## src/rtl/spi_cmd_sequencer.sv

```systemverilog
// -----------------------------------------------------------------------------
// spi_cmd_sequencer
//
// Purpose:
//   Command/response front end placed directly upstream of an SPI master.
//   Transfer commands (data word + bit count) are queued in a small FIFO and
//   issued to the master one at a time. The block then follows the master's
//   chip select to detect completion and captures the received word into a
//   response FIFO. A per-phase watchdog aborts a transfer whose chip select
//   never moves, so the consumer always receives exactly one response per
//   accepted command. That response is flagged with rsp_err on a timeout.
//
// Ports:
//   sys_clk    in   system clock, shared with the SPI master
//   rst        in   asynchronous active-high reset
//   cmd_valid  in   command offered
//   cmd_ready  out  command FIFO not full
//   cmd_data   in   [REG_WIDTH] word to shift out, MSB first
//   cmd_size   in   [CW+1] bits to transfer, clamped to REG_WIDTH on push
//   rsp_valid  out  response FIFO not empty
//   rsp_ready  in   consumer takes the head response
//   rsp_data   out  [REG_WIDTH] received word (0 when empty)
//   rsp_err    out  head response came from a watchdog abort (0 when empty)
//   busy       out  transfer in flight or command FIFO non-empty
//   m_t_start  out  to master t_start
//   m_d_in     out  [REG_WIDTH] to master d_in, held until the next issue
//   m_t_size   out  [CW+1] to master t_size, held until the next issue
//   m_d_out    in   [REG_WIDTH] from master d_out, valid once cs is high again
//   m_cs       in   from master cs (active low)
// -----------------------------------------------------------------------------
module spi_cmd_sequencer #(
    parameter int REG_WIDTH = 8,
    parameter int CW        = $clog2(REG_WIDTH),
    parameter int DEPTH     = 4,
    parameter int TIMEOUT   = 255
) (
    input  logic                 sys_clk,
    input  logic                 rst,
    input  logic                 cmd_valid,
    output logic                 cmd_ready,
    input  logic [REG_WIDTH-1:0] cmd_data,
    input  logic [CW:0]          cmd_size,
    output logic                 rsp_valid,
    input  logic                 rsp_ready,
    output logic [REG_WIDTH-1:0] rsp_data,
    output logic                 rsp_err,
    output logic                 busy,
    output logic                 m_t_start,
    output logic [REG_WIDTH-1:0] m_d_in,
    output logic [CW:0]          m_t_size,
    input  logic [REG_WIDTH-1:0] m_d_out,
    input  logic                 m_cs
);

    localparam int AW    = $clog2(DEPTH);
    localparam int CNT_W = AW + 1;
    localparam int SZ_W  = CW + 1;
    localparam int WD_W  = $clog2(TIMEOUT + 1);

    localparam logic [CNT_W-1:0] FIFO_FULL = CNT_W'(DEPTH);
    localparam logic [SZ_W-1:0]  SIZE_MAX  = SZ_W'(REG_WIDTH);
    localparam logic [WD_W-1:0]  WD_LIMIT  = WD_W'(TIMEOUT);

    typedef enum logic [2:0] {
        IDLE,
        ISSUE,
        WAIT_LOW,
        WAIT_HIGH,
        CAPTURE
    } state_t;

    // -------------------------------------------------------------------------
    // Command FIFO
    // -------------------------------------------------------------------------
    logic [REG_WIDTH-1:0] cmd_data_mem [DEPTH];
    logic [SZ_W-1:0]      cmd_size_mem [DEPTH];

    logic [AW-1:0]        cmd_wr_ptr_q, cmd_wr_ptr_d;
    logic [AW-1:0]        cmd_rd_ptr_q, cmd_rd_ptr_d;
    logic [CNT_W-1:0]     cmd_cnt_q, cmd_cnt_d;
    logic                 cmd_push;
    logic                 cmd_pop;
    logic                 cmd_empty;
    logic [SZ_W-1:0]      cmd_size_clamped;
    logic [REG_WIDTH-1:0] cmd_head_data;
    logic [SZ_W-1:0]      cmd_head_size;

    assign cmd_empty        = (cmd_cnt_q == '0);
    assign cmd_ready        = (cmd_cnt_q != FIFO_FULL);
    assign cmd_push         = cmd_valid && cmd_ready;
    assign cmd_size_clamped = (cmd_size > SIZE_MAX) ? SIZE_MAX : cmd_size;
    assign cmd_head_data    = cmd_data_mem[cmd_rd_ptr_q];
    assign cmd_head_size    = cmd_size_mem[cmd_rd_ptr_q];

    // NOTE: the storage arrays carry no reset. Occupancy lives in the
    // pointers and counts, and every visible output is gated on non-empty,
    // so stale entries can never leak out after a reset.
    always_ff @(posedge sys_clk) begin
        if (cmd_push) begin
            cmd_data_mem[cmd_wr_ptr_q] <= cmd_data;
            cmd_size_mem[cmd_wr_ptr_q] <= cmd_size_clamped;
        end
    end

    always_comb begin
        cmd_wr_ptr_d = cmd_wr_ptr_q;
        cmd_rd_ptr_d = cmd_rd_ptr_q;
        cmd_cnt_d    = cmd_cnt_q;
        if (cmd_push) begin
            cmd_wr_ptr_d = cmd_wr_ptr_q + AW'(1);
        end
        if (cmd_pop) begin
            cmd_rd_ptr_d = cmd_rd_ptr_q + AW'(1);
        end
        case ({cmd_push, cmd_pop})
            2'b10:   cmd_cnt_d = cmd_cnt_q + CNT_W'(1);
            2'b01:   cmd_cnt_d = cmd_cnt_q - CNT_W'(1);
            default: cmd_cnt_d = cmd_cnt_q;
        endcase
    end

    // -------------------------------------------------------------------------
    // Response FIFO
    // -------------------------------------------------------------------------
    logic [REG_WIDTH-1:0] rsp_data_mem [DEPTH];
    logic                 rsp_err_mem  [DEPTH];

    logic [AW-1:0]        rsp_wr_ptr_q, rsp_wr_ptr_d;
    logic [AW-1:0]        rsp_rd_ptr_q, rsp_rd_ptr_d;
    logic [CNT_W-1:0]     rsp_cnt_q, rsp_cnt_d;
    logic                 rsp_push;
    logic                 rsp_push_ok;
    logic                 rsp_pop;
    logic                 rsp_full;

    assign rsp_full    = (rsp_cnt_q == FIFO_FULL);
    assign rsp_valid   = (rsp_cnt_q != '0);
    assign rsp_pop     = rsp_valid && rsp_ready;
    // A push into a full FIFO is only accepted when the head leaves in the
    // same cycle; the count then stays at DEPTH.
    assign rsp_push_ok = rsp_push && (!rsp_full || rsp_pop);
    assign rsp_data    = rsp_valid ? rsp_data_mem[rsp_rd_ptr_q] : '0;
    assign rsp_err     = rsp_valid ? rsp_err_mem[rsp_rd_ptr_q]  : 1'b0;

    logic [REG_WIDTH-1:0] cap_data_q, cap_data_d;
    logic                 cap_err_q, cap_err_d;

    always_ff @(posedge sys_clk) begin
        if (rsp_push_ok) begin
            rsp_data_mem[rsp_wr_ptr_q] <= cap_data_q;
            rsp_err_mem[rsp_wr_ptr_q]  <= cap_err_q;
        end
    end

    always_comb begin
        rsp_wr_ptr_d = rsp_wr_ptr_q;
        rsp_rd_ptr_d = rsp_rd_ptr_q;
        rsp_cnt_d    = rsp_cnt_q;
        if (rsp_push_ok) begin
            rsp_wr_ptr_d = rsp_wr_ptr_q + AW'(1);
        end
        if (rsp_pop) begin
            rsp_rd_ptr_d = rsp_rd_ptr_q + AW'(1);
        end
        case ({rsp_push_ok, rsp_pop})
            2'b10:   rsp_cnt_d = rsp_cnt_q + CNT_W'(1);
            2'b01:   rsp_cnt_d = rsp_cnt_q - CNT_W'(1);
            default: rsp_cnt_d = rsp_cnt_q;
        endcase
    end

    // -------------------------------------------------------------------------
    // Transfer sequencer
    // -------------------------------------------------------------------------
    state_t               state_q, state_d;
    logic [WD_W-1:0]      wd_q, wd_d;
    logic [WD_W-1:0]      wd_inc;
    logic                 m_t_start_q, m_t_start_d;
    logic [REG_WIDTH-1:0] m_d_in_q, m_d_in_d;
    logic [SZ_W-1:0]      m_t_size_q, m_t_size_d;

    // Watchdog saturates so a long stall cannot wrap back to a small value.
    assign wd_inc = (wd_q == WD_LIMIT) ? wd_q : wd_q + WD_W'(1);

    // NOTE: every signal driven here gets a default before the case, so no
    // path through the block leaves a value unassigned and no latch is built.
    always_comb begin
        state_d     = state_q;
        wd_d        = '0;
        m_t_start_d = m_t_start_q;
        m_d_in_d    = m_d_in_q;
        m_t_size_d  = m_t_size_q;
        cap_data_d  = cap_data_q;
        cap_err_d   = cap_err_q;
        cmd_pop     = 1'b0;
        rsp_push    = 1'b0;

        case (state_q)
            IDLE: begin
                // Only one transfer is ever in flight, so checking for
                // response space here guarantees the CAPTURE push fits.
                if (!cmd_empty && !rsp_full) begin
                    cmd_pop = 1'b1;
                    if (cmd_head_size == '0) begin
                        cap_data_d = '0;
                        cap_err_d  = 1'b0;
                        state_d    = CAPTURE;
                    end else begin
                        m_d_in_d    = cmd_head_data;
                        m_t_size_d  = cmd_head_size;
                        m_t_start_d = 1'b1;
                        state_d     = ISSUE;
                    end
                end
            end

            ISSUE: begin
                state_d = WAIT_LOW;
            end

            WAIT_LOW: begin
                wd_d = wd_inc;
                if (!m_cs) begin
                    // Master has started; drop t_start so it returns to idle
                    // after unloading instead of chaining another transfer.
                    m_t_start_d = 1'b0;
                    wd_d        = '0;
                    state_d     = WAIT_HIGH;
                end else if (wd_q == WD_LIMIT) begin
                    m_t_start_d = 1'b0;
                    cap_data_d  = '0;
                    cap_err_d   = 1'b1;
                    state_d     = CAPTURE;
                end
            end

            WAIT_HIGH: begin
                wd_d = wd_inc;
                if (m_cs) begin
                    cap_data_d = m_d_out;
                    cap_err_d  = 1'b0;
                    state_d    = CAPTURE;
                end else if (wd_q == WD_LIMIT) begin
                    m_t_start_d = 1'b0;
                    cap_data_d  = '0;
                    cap_err_d   = 1'b1;
                    state_d     = CAPTURE;
                end
            end

            CAPTURE: begin
                rsp_push = 1'b1;
                state_d  = IDLE;
            end

            default: begin
                state_d = IDLE;
            end
        endcase
    end

    // NOTE: state updates use non-blocking assignments so every register
    // samples pre-edge values regardless of statement order.
    always_ff @(posedge sys_clk or posedge rst) begin
        if (rst) begin
            cmd_wr_ptr_q <= '0;
            cmd_rd_ptr_q <= '0;
            cmd_cnt_q    <= '0;
            rsp_wr_ptr_q <= '0;
            rsp_rd_ptr_q <= '0;
            rsp_cnt_q    <= '0;
            state_q      <= IDLE;
            wd_q         <= '0;
            m_t_start_q  <= 1'b0;
            m_d_in_q     <= '0;
            m_t_size_q   <= '0;
            cap_data_q   <= '0;
            cap_err_q    <= 1'b0;
        end else begin
            cmd_wr_ptr_q <= cmd_wr_ptr_d;
            cmd_rd_ptr_q <= cmd_rd_ptr_d;
            cmd_cnt_q    <= cmd_cnt_d;
            rsp_wr_ptr_q <= rsp_wr_ptr_d;
            rsp_rd_ptr_q <= rsp_rd_ptr_d;
            rsp_cnt_q    <= rsp_cnt_d;
            state_q      <= state_d;
            wd_q         <= wd_d;
            m_t_start_q  <= m_t_start_d;
            m_d_in_q     <= m_d_in_d;
            m_t_size_q   <= m_t_size_d;
            cap_data_q   <= cap_data_d;
            cap_err_q    <= cap_err_d;
        end
    end

    assign m_t_start = m_t_start_q;
    assign m_d_in    = m_d_in_q;
    assign m_t_size  = m_t_size_q;
    assign busy      = (state_q != IDLE) || !cmd_empty;

endmodule
```

## config.mk

```make
export PLATFORM = sky130hd
export DESIGN_NAME = spi_cmd_sequencer
export DESIGN_NICKNAME = d
export VERILOG_FILES = /design/src/rtl/spi_cmd_sequencer.sv
export SDC_FILE = /design/constraint.sdc
export NUM_CORES = 1
export LEC_CHECK = 0
export ABC_AREA = 1
export CAP_MARGIN = 25
export CORE_MARGIN = 10
export CORE_UTILIZATION = 55
export DETAILED_ROUTE_END_ITERATION = 7
export DONT_BUFFER_PORTS = 1
export GPL_ROUTABILITY_DRIVEN = 1
export PLACE_DENSITY = 0.7
export SLEW_MARGIN = 5
export SYNTH_ARGS = -nofsm -noshare
export SYNTH_HDL_FRONTEND = slang
export SYNTH_SLANG_ARGS = --single-unit
export TNS_END_PERCENT = 5
```

## constraint.sdc

```tcl
create_clock -name sys_clk -period 2.8 [get_ports sys_clk]
set_input_delay 0.42 -clock sys_clk [delete_from_list [all_inputs] [get_ports sys_clk]]
set_output_delay 0.42 -clock sys_clk [all_outputs]
set_load 0.05 [all_outputs]
```

Word-level counts from Yosys, hierarchy flattened
Memory sizes are Yosys's and may differ from the RTL's. A register that Yosys moved wholly into a read port is not among the register bits. Cells that the tools add are included.

Add/subtract/negate cells: 9. Order comparisons: 1. Equal/unequal tests: 16. Mux-type cells: 39. Bitwise operators: 1. Reductions and logical operators: 19.

Operator list (number): $mux 8 (8); $pmux 8 s3 (1); $mux 1 (18); $pmux 8 s2 (1); $mux 3 (5); $pmux 3 s2 (2); $pmux 3 s4 (1); $ne 2x2->1 const B (5); $reduce_bool 3->1 (3); $add 2x1->2 const B (4); $add 8x1->8 const B (1); $eq 8x8->1 const B (1); $reduce_and 4->1 (2); $add 3x1->3 const B (2); $eq 3x2->1 const B (2); $eq 3x3->1 const B (2); $logic_not 3->1 (2); $pmux 1 s3 (2); $sub 3x1->3 const B (2); $eq 2x1->1 const B (2); $eq 2x2->1 const B (2); $gt 4x4->1 const B (1); $logic_and 1x1->1 (4); $logic_not 4->1 (1); 8 further kinds (11).

Register bits after elaboration: 39. Memory bits (writable): 84. Bits of input ports: 25. Word-level logic and storage cells: 101. Memories kept: 4.

Memory list: cmd_data_mem (words 4, width 8, read ports 1, clocked after memory_dff 1, wr ports 1, RTL line 75) `logic [REG_WIDTH-1:0] cmd_data_mem [DEPTH];`; rsp_data_mem (words 4, width 8, read ports 1, clocked after memory_dff 0, wr ports 1, RTL line 125) `logic [REG_WIDTH-1:0] rsp_data_mem [DEPTH];`; cmd_size_mem (words 4, width 4, read ports 1, clocked after memory_dff 0, wr ports 1, RTL line 76) `logic [SZ_W-1:0] cmd_size_mem [DEPTH];`; rsp_err_mem (words 4, width 1, read ports 1, clocked after memory_dff 0, wr ports 1, RTL line 126) `logic rsp_err_mem [DEPTH];`.

Logic depth before layout (Yosys ltp)
Word-level depth: 7. Depth in mapped cells: 13. Depth with buffers taken out: 12.

Worst setup path before layout
Ideal clock, no wire load.

Kind: reg2reg. From: register cmd_cnt_q[0]. To: register cmd_cnt_q[2]. Setup time: 0.131 ns. Data arrival time: 2.258 ns. Slack: 0.411 ns. Cell stages (with the launch flop): 10. Path buffers: 0. Period minus slack after synthesis: 2.389 ns. Path through: dfrtp_1 inv_1 nand3_1 nand2_1 ha_1 inv_1 fa_1 a21oi_1 o21ai_0 xor2_1.

Elaborated cells between the ends (all ways): 13.

RTL lines: start: declaration (RTL line 80) `logic [CNT_W-1:0] cmd_cnt_q, cmd_cnt_d;`; start signal: assignment (RTL line 282) `cmd_cnt_q <= cmd_cnt_d;`; $ne 3x3->1 (*) (RTL line 89) `assign cmd_ready = (cmd_cnt_q != FIFO_FULL);`; via cmd_ready (RTL line 40) `output logic cmd_ready,`; $logic_and 1x1->1 (*) (RTL line 90) `assign cmd_push = cmd_valid && cmd_ready;`; $eq 2x1->1 or $eq 2x2->1 (tied branches) (RTL line 115) `case ({cmd_push, cmd_pop})`; $pmux 3 s2 or $reduce_bool 2->1 (tied branches).

The timed path passes the listed nets; every way through them passes the cells marked *. A chain may end at the register's enable or synchronous reset.

Final worst setup path
From: register rsp_rd_ptr_q[1]. To: output rsp_data[2].

Longest elaborated chain between the ends: 2.

Ends and longest elaborated chain: start: declaration (RTL line 129) `logic [AW-1:0] rsp_rd_ptr_q, rsp_rd_ptr_d;`; start signal: assignment (RTL line 284) `rsp_rd_ptr_q <= rsp_rd_ptr_d;`; $mem_v2 4x8; $mux 8 (RTL line 142) `assign rsp_data = rsp_valid ? rsp_data_mem[rsp_rd_ptr_q] : '0;`; end: declaration (RTL line 45) `output logic [REG_WIDTH-1:0] rsp_data,`.

Every way passes these cells.

==> summary.txt <==
===============================================================================
Total of endpoints with negative setup slack in the final report .            0
Die X ............................................................       122 µm
Overall overflow remaining after global route ....................            0
Post-Syn Nets ....................................................          586
Die boundary height ..............................................       122 µm
Placement-stage cell area ........................................     5990 µm²
Final min period .................................................      2550 ps
Final Core Density ...............................................        64.8%
Average footprint of a synthesized cell ..........................     10.5 µm²
Synthesis warning total ..........................................            0
Worst min path class ............................................. primary input to flip-flop
Mean number of vias per cell .....................................         5.46
Total of flip-flops plus latches after synthesis .................          131
Ant diodes .......................................................            0
Detailed-routing iteration count for the pre-antenna-repair pass .            5
Clock tree from TritonCTS ........................................          yes
Remaining antenna violation count after routing ..................            0
Status ........................................................... finished, final reports clean
Number of H-tree branching levels ................................            4
Clk_skew .........................................................      6.93 ps
Ratio of cells with drive above 1 in the final layout ............        11.6%
Largest net degree at the start of global routing ................           48
I/O pin count ....................................................           50
Cell at the slowest stage of the critical path ...................      dfrtp_1
Number of core rows ..............................................           37
CP max FO ........................................................           10
Mapped Area ......................................................     5760 µm²
Setup Crit Path Kind ............................................. flip-flop to output port
Max-capacitance violation count ..................................            0
CP arrival .......................................................      2130 ps
Vias in the first global route ...................................         3982
Largest vdd supply drop ..........................................     0.706 mV
Global-route usage over all layers ...............................        17.0%
Leakage power summed over all cells ..............................      2.74 nW
Area of the die ..................................................    15000 µm²
Largest stage delay on the critical path .........................       620 ps
First-pass GRT wire length .......................................     19700 µm
Power per Cell Area ..............................................  1240 nW/µm²
CTS clk-pin slew, worst paths ....................................        60 ps
Worst Reg-to-Reg Cells ...........................................            9
Setup_tns ........................................................         0 ps
Overall routed net length ........................................     12200 µm
Initial antenna violation count ..................................            0
Share of the clock period used by the worst path .................        91.1%
Area growth, synth to finish .....................................        15.7%
Starting DRC count in detailed routing ...........................          372
Standard cell core area ..........................................    10300 µm²
GPL Wtd Cong .....................................................        0.820
Slack of the worst reg-to-reg path ...............................       620 ps
Clock sink count .................................................          131
Final Net Count ..................................................          622
Pin slew with the least headroom to its limit ....................       569 ps
Setup repair after global routing missed its margin ..............           no
Maximum root-to-sink buffer count ................................            2
Worst r2r src .................................................... rsp_cnt_q[0]
Kind of capture point of the worst setup path ....................  output port
Vias .............................................................         3999
CTS buffer count .................................................           17
Required time of the critical path ...............................      2380 ps
Max Clk Rate .....................................................      392 MHz
Launching element of the worst setup path ........................ rsp_rd_ptr_q[1]
Wirelength per Cell ..............................................      16.6 µm
Terminus of the critical flop-to-flop path ....................... rsp_cnt_q[2]
Detailed-route DRC error count ...................................            0
I/O Buffers ......................................................            0
Synthesized netlist cell count ...................................          548
Kind of launch point of the worst setup path .....................    flip-flop
Hpwl dp ..........................................................      7930 µm
Initial core utilization .........................................        56.0%
Total count of max-transition violations in the final report .....            0
End of the critical path .........................................  rsp_data[2]
Sequence of cells on the critical path ........................... clkinvlp_4, nor2_1, o21ai_0, a21oi_1, buf_4
Hold Violations, Final ...........................................            0
Count of cell types in the netlist ...............................           31
Number of enable-type register cells in the synthesized netlist ..           84
Primary flip-flop cell chosen by synthesis mapping ...............     edfxtp_1
Filler Cells Inserted ............................................          811
Worst rel slew slack .............................................        62.0%
Async S/R FF share, synth ........................................        35.9%
Final design area excluding fillers ..............................     6660 µm²
Buffer type at the clock tree root ...............................     clkbuf_8
Clk_lat worst skew ...............................................       520 ps
Share of the yosys chip area belonging to registers ..............        64.2%
Post-CTS setup buffers ...........................................            0
===============================================================================
-- cells in the final DEF, fill, tap and decap left out, types with 12 or more instances in the layout --
cell / n
o21ai_0: 43
inv_1: 41
clkbuf_16: 16
buf_4: 26
nor2_1: 82
a21oi_1: 28
dfrtp_1: 47
nand2_1: 96
edfxtp_1: 84
nand3_1: 32
nand4_1: 12
-- cell usage after synthesis (all sizes together), types with 3 or more instances --
| library cell | n | area, µm² |
|---|---|---|
| a21oi | 28 | 140 |
| a31oi | 3 | 18.8 |
| buf | 13 | 101 |
| clkbuf | 7 | 26.3 |
| dfrtp | 47 | 1180 |
| edfxtp | 84 | 2520 |
| ha | 11 | 138 |
| inv | 47 | 179 |
| nand2 | 99 | 379 |
| nand3 | 33 | 170 |
| nand4 | 12 | 75.1 |
| nor2 | 85 | 337 |
| nor3 | 6 | 30.0 |
| o21ai | 45 | 233 |
| o22ai | 8 | 50.1 |
| xnor2 | 5 | 43.8 |
| xor2 | 7 | 61.3 |
-- area by class of cell --
class	count	area (µm²)	share of cell area, %
Sequential cell	131	3700	55.5
Tap cell	136	170	2.55
Clock buffer	21	429	6.44
Timing Repair Buffer	37	315	4.73
Inverter	49	190	2.86
Clock inverter	11	113	1.69
Multi-Input combinational cell	348	1740	26.2
-- kinds of logic after synthesis --
| family | after synthesis | synth area share, % |
|---|---|---|
| AO/OA/AOI/OAI | 85 | 7.80 |
| XOR/XNOR | 12 | 1.83 |
| adder cells (fa/ha/maj) | 13 | 3.09 |
| buffers and inverters | 69 | 5.46 |
| flip-flops | 131 | 64.2 |
| AND/OR/NAND/NOR | 238 | 17.6 |
-- how the worst min path moves through the flow --
stage / startpoint / to / slack, ps / cells past startpoint
3_5_place_dp: cmd_cnt_q[0] / cmd_cnt_q[0] / 470 / 1
3_3_place_gp: cmd_cnt_q[0] / cmd_cnt_q[0] / 470 / 1
4_1_cts: rst / cmd_wr_ptr_q[0] / 30 / 1
6_report: m_cs / state_q[0] / 90 / 3
5_1_grt: m_cs / state_q[0] / 90 / 3
2_1_floorplan: cmd_cnt_q[0] / cmd_cnt_q[0] / 450 / 1
-- worst max-delay path: cells and delay by family (launching register included) --
| family | cells | cell delay, ps |
|---|---|---|
| DFF | 1 | 620 |
| buffers and inverters | 2 | 560 |
| AOI/OAI and AO/OA | 2 | 270 |
| and+or+nand+nor | 1 | 150 |
-- metal layers --
layer / vias to the layer above / global-route usage, % / share of wire (%)
li1: 1934 / - / -
met1: 1930 / 19.3 / 40
met2: 111 / 28.1 / 51
met3: 24 / 5.19 / 6.4
met4: 0 / 9.50 / 2.5
met5: - / 0 / 0
-- registers in the layout, indices dropped and copies added (netlist names), 4 cells and up --
name / count
cap_data_q: 8
cmd_data_mem: 32
cmd_size_mem: 16
m_d_in: 8
m_t_size: 4
rsp_data_mem: 32
rsp_err_mem: 4
wd_q: 8
-- where the power goes --
group / leakage, nW / internal [W] / switching, W
logic: 1.10 / 0.000936 / 0.00207
registers: 1.37 / 0.00254 / 0.000656
clock network: 0.265 / 0.00125 / 0.000772
-- what timing repair did --
| item | CTS | global route |
|---|---|---|
| hold endpoints to repair | 36 | 47 |
| resized for setup | 0 | 1 |
| endpoints found under the setup margin | 0 | 1 |
| hold buffers | 9 | 1 |
-- metrics by stage --
step | setup WS, ps | total power (W) | hold slack (ps) | std cells
6_report | 249 | 0.00823 | 88.0 | 733
5_1_grt | 44.3 | 0.00876 | 87.8 | 733
4_1_cts | 214 | 0.00827 | 33.7 | 731
3_5_place_dp | 622 | 0.00620 | 468 | 690
3_3_place_gp | 779 | 0.00609 | 470 | 690
2_1_floorplan | 411 | 0.00541 | 446 | 548
(Power assumes the default switching activity.)
